## src/rtl/map_ss_seq_if.sv

```systemverilog
// Save-state sequencer bus bundle: mapper save-state port plus the two host byte streams.
// Latency: none, wires only.
// Backpressure: in_valid/in_ready and out_valid/out_ready are plain valid-ready pairs.
// Ports (signals):
//   ss_act, ss_we, ss_addr[7:0], ss_wdat[7:0]  sequencer -> mapper control
//   ss_rdat[7:0]                               mapper -> sequencer read data (combinational from ss_addr)
//   in_valid, in_data[7:0] / in_ready          host -> sequencer restore stream
//   out_valid, out_data[7:0] / out_ready       sequencer -> host save stream
// Modport master is the sequencer's view, slave is the environment's view.
interface map_ss_seq_if;
  logic       ss_act;
  logic       ss_we;
  logic [7:0] ss_addr;
  logic [7:0] ss_wdat;
  logic [7:0] ss_rdat;

  logic       in_valid;
  logic [7:0] in_data;
  logic       in_ready;

  logic       out_valid;
  logic [7:0] out_data;
  logic       out_ready;

  modport master (
    output ss_act, ss_we, ss_addr, ss_wdat,
    input  ss_rdat,
    input  in_valid, in_data,
    output in_ready,
    output out_valid, out_data,
    input  out_ready
  );

  modport slave (
    input  ss_act, ss_we, ss_addr, ss_wdat,
    output ss_rdat,
    output in_valid, in_data,
    input  in_ready,
    input  out_valid, out_data,
    output out_ready
  );
endinterface

```

## src/rtl/map_ss_seq.sv

```systemverilog
// Mapper save-state sequencer: streams registers 0..LAST_ADDR out (save) or in (restore).
// Latency: one byte per RD+SEND+NEXT (save) or GETB+HOLD+NEXT (restore); first byte waits for M2.
// Backpressure: SEND stalls indefinitely on out_ready; GETB stalls on in_valid; ARM/HOLD time out.
// Ports:
//   clk, rst        clock and synchronous active-high reset
//   start, dir      one-cycle request in IDLE; dir 0 = save, 1 = restore
//   m2_fall         synchronised CPU M2 falling-edge strobe
//   bus (master)    mapper save-state bus and host byte streams
//   busy, done, err state != IDLE, one-cycle completion pulse, sticky error
module map_ss_seq #(
  parameter int LAST_ADDR = 127,
  parameter int TMO       = 255
) (
  input  logic         clk,
  input  logic         rst,
  input  logic         start,
  input  logic         dir,
  input  logic         m2_fall,
  map_ss_seq_if.master bus,
  output logic         busy,
  output logic         done,
  output logic         err
);

  typedef enum logic [2:0] {
    IDLE, ARM, RD, SEND, GETB, HOLD, NEXT, FIN
  } state_t;

  localparam logic [7:0] LAST     = 8'(LAST_ADDR);
  // Counter value on the cycle that would complete TMO waiting cycles.
  localparam logic [7:0] TMO_LAST = 8'(TMO - 1);
  // Register 127 carries a check byte on restore: compared, never written.
  localparam logic [7:0] CHK_ADDR = 8'd127;

  state_t     state;
  logic       dir_q;
  logic [7:0] tmo_cnt;
  logic       tmo_hit;

  assign tmo_hit = (tmo_cnt == TMO_LAST);

  always_ff @(posedge clk) begin
    if (rst) begin
      state         <= IDLE;
      dir_q         <= 1'b0;
      tmo_cnt       <= 8'd0;
      bus.ss_act    <= 1'b0;
      bus.ss_we     <= 1'b0;
      bus.ss_addr   <= 8'd0;
      bus.ss_wdat   <= 8'd0;
      bus.out_valid <= 1'b0;
      bus.out_data  <= 8'd0;
      bus.in_ready  <= 1'b0;
      busy          <= 1'b0;
      done          <= 1'b0;
      err           <= 1'b0;
    end else begin
      done <= 1'b0;
      case (state)
        IDLE: begin
          if (start) begin
            state       <= ARM;
            busy        <= 1'b1;
            bus.ss_act  <= 1'b1;
            err         <= 1'b0;
            bus.ss_addr <= 8'd0;
            dir_q       <= dir;
            tmo_cnt     <= 8'd0;
          end
        end

        ARM: begin
          if (m2_fall) begin
            tmo_cnt <= 8'd0;
            if (dir_q) begin
              bus.in_ready <= 1'b1;
              state        <= GETB;
            end else begin
              state <= RD;
            end
          end else if (tmo_hit) begin
            err        <= 1'b1;
            bus.ss_act <= 1'b0;
            done       <= 1'b1;
            state      <= FIN;
          end else begin
            tmo_cnt <= tmo_cnt + 8'd1;
          end
        end

        // ss_addr has been stable for a full cycle, so ss_rdat is settled.
        RD: begin
          bus.out_data  <= bus.ss_rdat;
          bus.out_valid <= 1'b1;
          state         <= SEND;
        end

        SEND: begin
          if (bus.out_ready) begin
            bus.out_valid <= 1'b0;
            state         <= NEXT;
          end
        end

        // A coincident m2_fall here is deliberately ignored: HOLD must see
        // a strobe that arrives while ss_we is already high.
        GETB: begin
          if (bus.in_valid && bus.in_ready) begin
            bus.in_ready <= 1'b0;
            if (bus.ss_addr == CHK_ADDR) begin
              if (bus.in_data != bus.ss_rdat) begin
                err        <= 1'b1;
                bus.ss_act <= 1'b0;
                done       <= 1'b1;
                state      <= FIN;
              end else begin
                state <= NEXT;
              end
            end else begin
              bus.ss_wdat <= bus.in_data;
              bus.ss_we   <= 1'b1;
              tmo_cnt     <= 8'd0;
              state       <= HOLD;
            end
          end
        end

        // Keep the write request up across one M2 falling edge so the
        // mapper latches it on its own negedge.
        HOLD: begin
          if (m2_fall) begin
            bus.ss_we <= 1'b0;
            state     <= NEXT;
          end else if (tmo_hit) begin
            bus.ss_we  <= 1'b0;
            err        <= 1'b1;
            bus.ss_act <= 1'b0;
            done       <= 1'b1;
            state      <= FIN;
          end else begin
            tmo_cnt <= tmo_cnt + 8'd1;
          end
        end

        NEXT: begin
          if (bus.ss_addr == LAST) begin
            bus.ss_act <= 1'b0;
            done       <= 1'b1;
            state      <= FIN;
          end else begin
            bus.ss_addr <= bus.ss_addr + 8'd1;
            if (dir_q) begin
              bus.in_ready <= 1'b1;
              state        <= GETB;
            end else begin
              state <= RD;
            end
          end
        end

        // done is high for this single cycle.
        FIN: begin
          busy  <= 1'b0;
          state <= IDLE;
        end

        default: state <= IDLE;
      endcase
    end
  end

endmodule

```

## src/flat_wrapper.sv

```systemverilog
// flat-port wrapper written by rule: the top's interface ports become plain ports
module map_ss_seq_flat 
#(
  parameter int LAST_ADDR = 127,
  parameter int TMO       = 255
)
  (clk, rst, start, dir, m2_fall, busy, done, err, bus_ss_act, bus_ss_we, bus_ss_addr, bus_ss_wdat, bus_ss_rdat, bus_in_valid, bus_in_data, bus_in_ready, bus_out_valid, bus_out_data, bus_out_ready);
  map_ss_seq_if bus_i ();
  input  logic clk;
  input  logic rst;
  input  logic start;
  input  logic dir;
  input  logic m2_fall;
  output logic busy;
  output logic done;
  output logic err;
  output wire logic [$bits(bus_i.ss_act)-1:0] bus_ss_act;
  output wire logic [$bits(bus_i.ss_we)-1:0] bus_ss_we;
  output wire logic [$bits(bus_i.ss_addr)-1:0] bus_ss_addr;
  output wire logic [$bits(bus_i.ss_wdat)-1:0] bus_ss_wdat;
  input wire logic [$bits(bus_i.ss_rdat)-1:0] bus_ss_rdat;
  input wire logic [$bits(bus_i.in_valid)-1:0] bus_in_valid;
  input wire logic [$bits(bus_i.in_data)-1:0] bus_in_data;
  output wire logic [$bits(bus_i.in_ready)-1:0] bus_in_ready;
  output wire logic [$bits(bus_i.out_valid)-1:0] bus_out_valid;
  output wire logic [$bits(bus_i.out_data)-1:0] bus_out_data;
  input wire logic [$bits(bus_i.out_ready)-1:0] bus_out_ready;
  assign bus_ss_act = bus_i.ss_act;
  assign bus_ss_we = bus_i.ss_we;
  assign bus_ss_addr = bus_i.ss_addr;
  assign bus_ss_wdat = bus_i.ss_wdat;
  assign bus_i.ss_rdat = bus_ss_rdat;
  assign bus_i.in_valid = bus_in_valid;
  assign bus_i.in_data = bus_in_data;
  assign bus_in_ready = bus_i.in_ready;
  assign bus_out_valid = bus_i.out_valid;
  assign bus_out_data = bus_i.out_data;
  assign bus_i.out_ready = bus_out_ready;
  map_ss_seq #(.LAST_ADDR(LAST_ADDR), .TMO(TMO)) u_core (.clk(clk), .rst(rst), .start(start), .dir(dir), .m2_fall(m2_fall), .bus(bus_i), .busy(busy), .done(done), .err(err));
endmodule
```

## config.mk

```make
export PLATFORM = sky130hd
export DESIGN_NAME = map_ss_seq_flat
export DESIGN_NICKNAME = d
export VERILOG_FILES = /design/src/rtl/map_ss_seq_if.sv /design/src/rtl/map_ss_seq.sv /design/src/flat_wrapper.sv
export SDC_FILE = /design/constraint.sdc
export NUM_CORES = 1
export LEC_CHECK = 0
export CELL_PAD_IN_SITES_DETAIL_PLACEMENT = 1
export CELL_PAD_IN_SITES_GLOBAL_PLACEMENT = 1
export CORE_ASPECT_RATIO = 1.4
export CORE_MARGIN = 1
export CORE_UTILIZATION = 36
export CTS_BUF_LIST = sky130_fd_sc_hd__clkbuf_16
export DETAILED_ROUTE_END_ITERATION = 12
export GPL_ROUTABILITY_DRIVEN = 0
export PLACE_DENSITY = 0.79
export SYNTH_ARGS = -nofsm -noshare
export SYNTH_HDL_FRONTEND = slang
export SYNTH_SLANG_ARGS = --single-unit
```

## constraint.sdc

```tcl
create_clock -name clk -period 2.15 [get_ports clk]
set_input_delay 0.43 -clock clk [delete_from_list [all_inputs] [get_ports clk]]
set_output_delay 0.43 -clock clk [all_outputs]
set_load 0.05 [all_outputs]
```

==> results of run 1 <==
-- logic make-up (layout without fill, tap and decap cells) --
kind of cell / Yosys count / in the layout / synth area share
multiplexers: 18 / 18 / 0.08499
XOR/XNOR: 14 / 14 / 0.05745
buffers and inverters: 14 / 88 / 0.02696
AO/OA/AOI/OAI: 61 / 61 / 0.1723
adder cells (fa/ha/maj): 3 / 3 / 0.01759
flip-flops: 43 / 43 / 0.4033
AND/OR/NAND/NOR: 100 / 100 / 0.2374
-- synth_stat cells, types with 2 or more instances --
master,count,area share
nand3_1,8,0.019
a21oi_1,22,0.052
and4_1,2,0.0082
nor3_1,2,0.0047
buf_2,4,0.0094
nand2_1,10,0.018
nor2_1,44,0.077
xnor2_1,6,0.025
o21ai_0,18,0.042
nand4_1,6,0.018
nor4_1,2,0.0059
dfxtp_1,43,0.40
a211oi_1,7,0.025
xor2_1,8,0.033
a31oi_1,4,0.012
clkbuf_1,6,0.011
inv_1,4,0.0070
nand2b_1,7,0.021
nor3b_1,2,0.0070
mux2i_1,17,0.080
and2_1,4,0.012
nor2b_1,5,0.015
ha_1,3,0.018
-- worst paths after layout --
kind	endpoint
hold reg to reg	u_core.bus.out_valid
setup / recovery	bus_ss_addr[7]
hold / removal	u_core.bus.out_valid
setup reg to reg	u_core.bus.ss_act
-- registers in the layout (all words and copies together) (netlist names) --
| signal | flops |
|---|---|
| u_core.done | 1 |
| u_core.bus.in_ready | 1 |
| u_core.tmo_cnt | 8 |
| u_core.err | 1 |
| u_core.bus.ss_act | 1 |
| u_core.bus.ss_we | 1 |
| u_core.dir_q | 1 |
| u_core.bus.out_data | 8 |
| u_core.bus.ss_wdat | 8 |
| u_core.bus.ss_addr | 8 |
| u_core.state | 3 |
| u_core.bus.out_valid | 1 |
| u_core.busy | 1 |
-- layout make-up --
cell class,count,area [µm²],share of cell area
multi-input cells,196,1222,0.4039
clock buffers,5,125.1,0.04134
flip-flops and latches,43,860.8,0.2844
inverters,4,15.01,0.004961
clock inverters,3,15.01,0.004961
well taps,68,85.08,0.02811
repair buffers,76,703.2,0.2323
-- where the power goes --
part	total (mW)	leakage [nW]	switching [mW]	internal (mW)
clock	0.730	0.0649	0.308	0.422
combinational	0.279	0.669	0.151	0.129
sequential	0.834	0.348	0.0203	0.813
-- per-layer routing --
layer	wire length [µm]	vias to the layer above
li1	-	1043
met1	2610	1034
met2	3302	45
met3	252	5
met4	65	0
met5	0	-
-- per-stage QoR --
| step | setup TNS [ps] | hold WS, ps |
|---|---|---|
| finish | 0 | 493.1 |
| global route | 0 | 527.4 |
| CTS | 0 | 498.6 |
| detailed placement | -682.4 | 478.9 |
| global placement | -359.9 | 472.2 |
| floorplan | 0 | 485.9 |
==> summary.txt, run 1 <==
Min path
  – Hold path startpoint: u_core.bus.out_valid
  – Hold Crit Class: register to register
  – Hold depth: 2

Floorplanning
  – Die X: 67.08 µm
  – Core ar.: 5605 µm²
  – Die footprint: 6246 µm²
  – Site row count: 32
  – Initial Utilization: 0.3808
  – I/O pin total: 54
  – Chip Height: approximately 93 µm

Power and ir drop
  – Worst IR Drop VDD: between 0.2 and 0.3 mV
  – Lkg Pwr: ~1.1 nW
  – Tot Pwr: 1.843 mW
  – Power per cell area: 609.0 nW/µm²

STA
  – F_max: 493.2 MHz
  – Period utilisation layout: 0.9430
  – Setup ws final: 122.6 ps
  – Shortest period the worst path allows: between 2000 and 2500 ps
  – Slew margin rel.: 0.5202
  – Fin Clk Skew: 5.110 ps
  – Final Max Slew Viols: 0
  – Fin. Hold Viols: 0
  – Worst slew pin tran: about 710 ps
  – RSZ-0062 raised after global routing: no
  – Setup-failing EPs final: 0

CTS
  – Cts hold-fix bufs: 0
  – Root cell of the clock tree: clkbuf_16
  – Clock sinks: 43
  – Number of buffers created by CTS: 5
  – CTS max path bufs: 2
  – Clock-pin slew on the worst setup and hold paths: 60 ps
  – H-tree level count: 2
  – Post-CTS Resized: 0
  – Setup Fix Bufs, Post-CTS: 0
  – CTS tree: built
  – Later-pin clock latency in the skew report: 280 ps

Global routing
  – Initial antenna violation count: 0
  – M3 GR Usage: 0.04390
  – GR peak layer: met2
  – First-pass GRT wire length: between 10000 and 15000 µm
  – Total gr overflow: 0
  – Global Route met1 Usage: 0.2511
  – Vias in the first global route: about 2200
  – Largest net degree at the start of global routing: 18
  – Met2 usage: 0.3883
  – GR Util All Layers: 0.2176

Layout
  – # diodes: 0
  – Layout Nets: 352
  – Synthesis-to-finish area growth: 41.79%
  – Layout cells sized above 1: 0.1101
  – # fillers: about 700
  – Commonest non-fill, non-tap cells in the layout: clkdlybuf4s50_1, nor2_1, dfxtp_1, buf_4, a21oi_1
  – Post-Layout Cell Count: 395
  – Commonest non-fill, non-tap cell in the layout: clkdlybuf4s50_1
  – Final Cell Area: 3027 µm²
  – Final Util: 0.5400

Detailed routing
  – Vias per Instance: approximately 5.4
  – Initial DRC count: 95
  – DRC: 0
  – WL/cell: approximately 16 µm
  – Via count: between 2000 and 2500
  – Pre-Repair DR Iteration Count: 4
  – Final WL: 6230 µm
  – Antenna Nets Post-Route: 0

Worst setup path
  – CP Launch Type: register
  – Crit end category: primary output
  – Worst EP required: 1720 ps
  – Crit path max-delay cell type: clkdlybuf4s50_1
  – R2r setup slk: about 200 ps
  – Levels on crit path: 1
  – CP peak stage delay: 850 ps
  – Worst endpoint data arrival time: 1600 ps
  – CP delay by family, top: buffers and inverters
  – CP Max Fanout: 7
  – R2r worst-path depth: 6
  – Crit. Startpoint: u_core.bus.ss_addr[7]
  – Crit path cell chain: clkdlybuf4s50_1
  – WS Path Type: register to primary output
  – WP buf/inv: 1
  – Reg2reg start: u_core.bus.ss_addr[0]

Placed design
  – Final HPWL DP: ~4700 µm
  – Port bufs: 53
  – DP Worst Slack: -151.7 ps
  – Placed inst area: 2887 µm²
  – Placed Cells: ~390

Synth
  – Synth warnings: 0
  – Mean Syn Cell Area: 8.437 µm²
  – #FFs+latches synth: 43
  – Ys flop type: dfxtp_1
  – Sequential area share after synthesis: 0.4033
  – Synth Cell Area: 2135 µm²
  – Distinct cell type count after synthesis: 42
  – Mapped Nets: 279
  – Async set or reset register ratio after synthesis: 0
  – Post-synth EDFFs: 0
  – Syn Inst Count: 253

Status
  – Outcome: finished clean

Flow run
  – Max cap viols: 0
No activity file was read; power rests on OpenSTA's default activity.
==> run 2: changes to the inputs <==
- REMOVE_ABC_BUFFERS: not set -> 1
- clock period: 2.15 -> 2.02 ns (I/O delays scaled with it)
==> summary.txt, run 2 (synthesis gave the netlist of run 1 again) <==
Worst setup path
  – Crit end category: primary output
  – Worst EP required: 1620 ps
  – R2r worst-path depth: 6
  – WS Path Type: register to primary output
  – CP Max Fanout: 3
  – CP Launch Type: register
  – Worst endpoint data arrival time: 1560 ps
  – R2r setup slk: 170 ps

CTS
  – Number of buffers created by CTS: 5
  – Clock-pin slew on the worst setup and hold paths: 60 ps
  – CTS max path bufs: 2
  – H-tree level count: 2
  – Root cell of the clock tree: clkbuf_16
  – CTS tree: built
  – Cts hold-fix bufs: 0
  – Clock sinks: 43
  – Later-pin clock latency in the skew report: 290 ps

Min path
  – Hold depth: 2
  – Hold Crit Class: register to register

Floorplanning
  – Die X: 67.08 µm
  – Chip Height: 93.11 µm
  – Initial Utilization: 0.3808
  – Core ar.: 5605 µm²
  – I/O pin total: 54
  – Die footprint: 6246 µm²
  – Site row count: 32

Detailed routing
  – Antenna Nets Post-Route: 0
  – DRC: 0
  – Initial DRC count: 57
  – Pre-Repair DR Iteration Count: 4
  – Final WL: slightly below 6000 µm
  – Vias per Instance: 5.388
  – WL/cell: approximately 15 µm
  – Via count: 2150

Placed design
  – Placed Cells: ~390
  – DP Worst Slack: -229.4 ps
  – Placed inst area: 2922 µm²
  – Port bufs: 53
  – Final HPWL DP: 4561 µm

Power and ir drop
  – Power per cell area: 673.6 nW/µm²
  – Worst IR Drop VDD: 0.3210 mV
  – Tot Pwr: 2.088 mW
  – Lkg Pwr: 1.178 nW

Global routing
  – GR Util All Layers: 0.2114
  – Vias in the first global route: 2214
  – First-pass GRT wire length: just over 10000 µm
  – Total gr overflow: 0
  – Initial antenna violation count: 0
  – Largest net degree at the start of global routing: 19

Layout
  – FF/Latch Area: 860.8 µm²
  – Post-Layout Cell Count: 399
  – Commonest non-fill, non-tap cells in the layout: clkdlybuf4s50_1, nor2_1, dfxtp_1, buf_4, a21oi_1
  – Final Cell Area: 3099 µm²
  – Layout cells sized above 1: 0.1360
  – # fillers: a little under 700
  – Final Util: 0.5529
  – Layout Nets: between 300 and 400
  – Area of the multi-input gates: 1230 µm²
  – # diodes: 0
  – Commonest non-fill, non-tap cell in the layout: clkdlybuf4s50_1
  – Synthesis-to-finish area growth: 45.19%

STA
  – Worst slew pin tran: 539.2 ps
  – Period utilisation layout: 0.9725
  – F_max: 509.1 MHz
  – RSZ-0062 raised after global routing: no
  – Final Max Slew Viols: 0
  – Setup-failing EPs final: 0
  – Setup TNS: 0 ps
  – Shortest period the worst path allows: a little under 2000 ps
  – Hold Slack: 502.0 ps
  – Setup ws final: ~56 ps
  – Fin Clk Skew: just under 7 ps
  – Slew margin rel.: 0.6394
  – Fin. Hold Viols: 0

Status
  – Outcome: finished clean

Flow run
  – Max cap viols: 0
[run 2: critical path, cell delays in order, from the launching register on]
cell and delay [ps]:
dfxtp_1 340, buf_4 140, clkdlybuf4s50_1 790
[run 2: final cells by class]
| class | instances | area share |
|---|---|---|
| Clock buffer | 5 | 0.04037 |
| Clock inverter | 2 | 0.01211 |
| Inverter | 4 | 0.004845 |
| Multi-Input combinational cell | 196 | 0.3969 |
| Sequential cell | 43 | 0.2778 |
| Tap cell | 68 | 0.02745 |
| Timing Repair Buffer | 81 | 0.2406 |
[run 2: what timing repair did]
item,CTS,global route
setup endpoints to repair,0,6
buffers inserted,0,0
gates resized for setup,0,5
[run 2: per-layer routing]
layer / vias to the layer above / global-route usage / wire (µm)
li1: 1050 / - / -
met1: 1041 / 0.2229 / 2367
met2: 50 / 0.3892 / 3198
met3: 9 / 0.05488 / 296
met4: 0 / 0.07270 / 74
met5: - / 0 / 0
[run 2: path summary, 6_finish.rpt]
check,from,endpoint
worst min-delay path,u_core.bus.out_data[1],u_core.bus.out_data[1]
worst max register to register,u_core.bus.ss_addr[1],u_core.bus.ss_act
worst min register to register,u_core.bus.out_data[1],u_core.bus.out_data[1]
worst max-delay path,u_core.bus.ss_addr[5],bus_ss_addr[5]
[run 2: where the power goes]
part / internal, mW / total [mW] / switching, mW
Combinational: 0.138 / 0.295 / 0.157
Sequential: 0.866 / 0.885 / 0.0194
Clock: 0.576 / 0.907 / 0.331
Total: 1.58 / 2.09 / 0.508
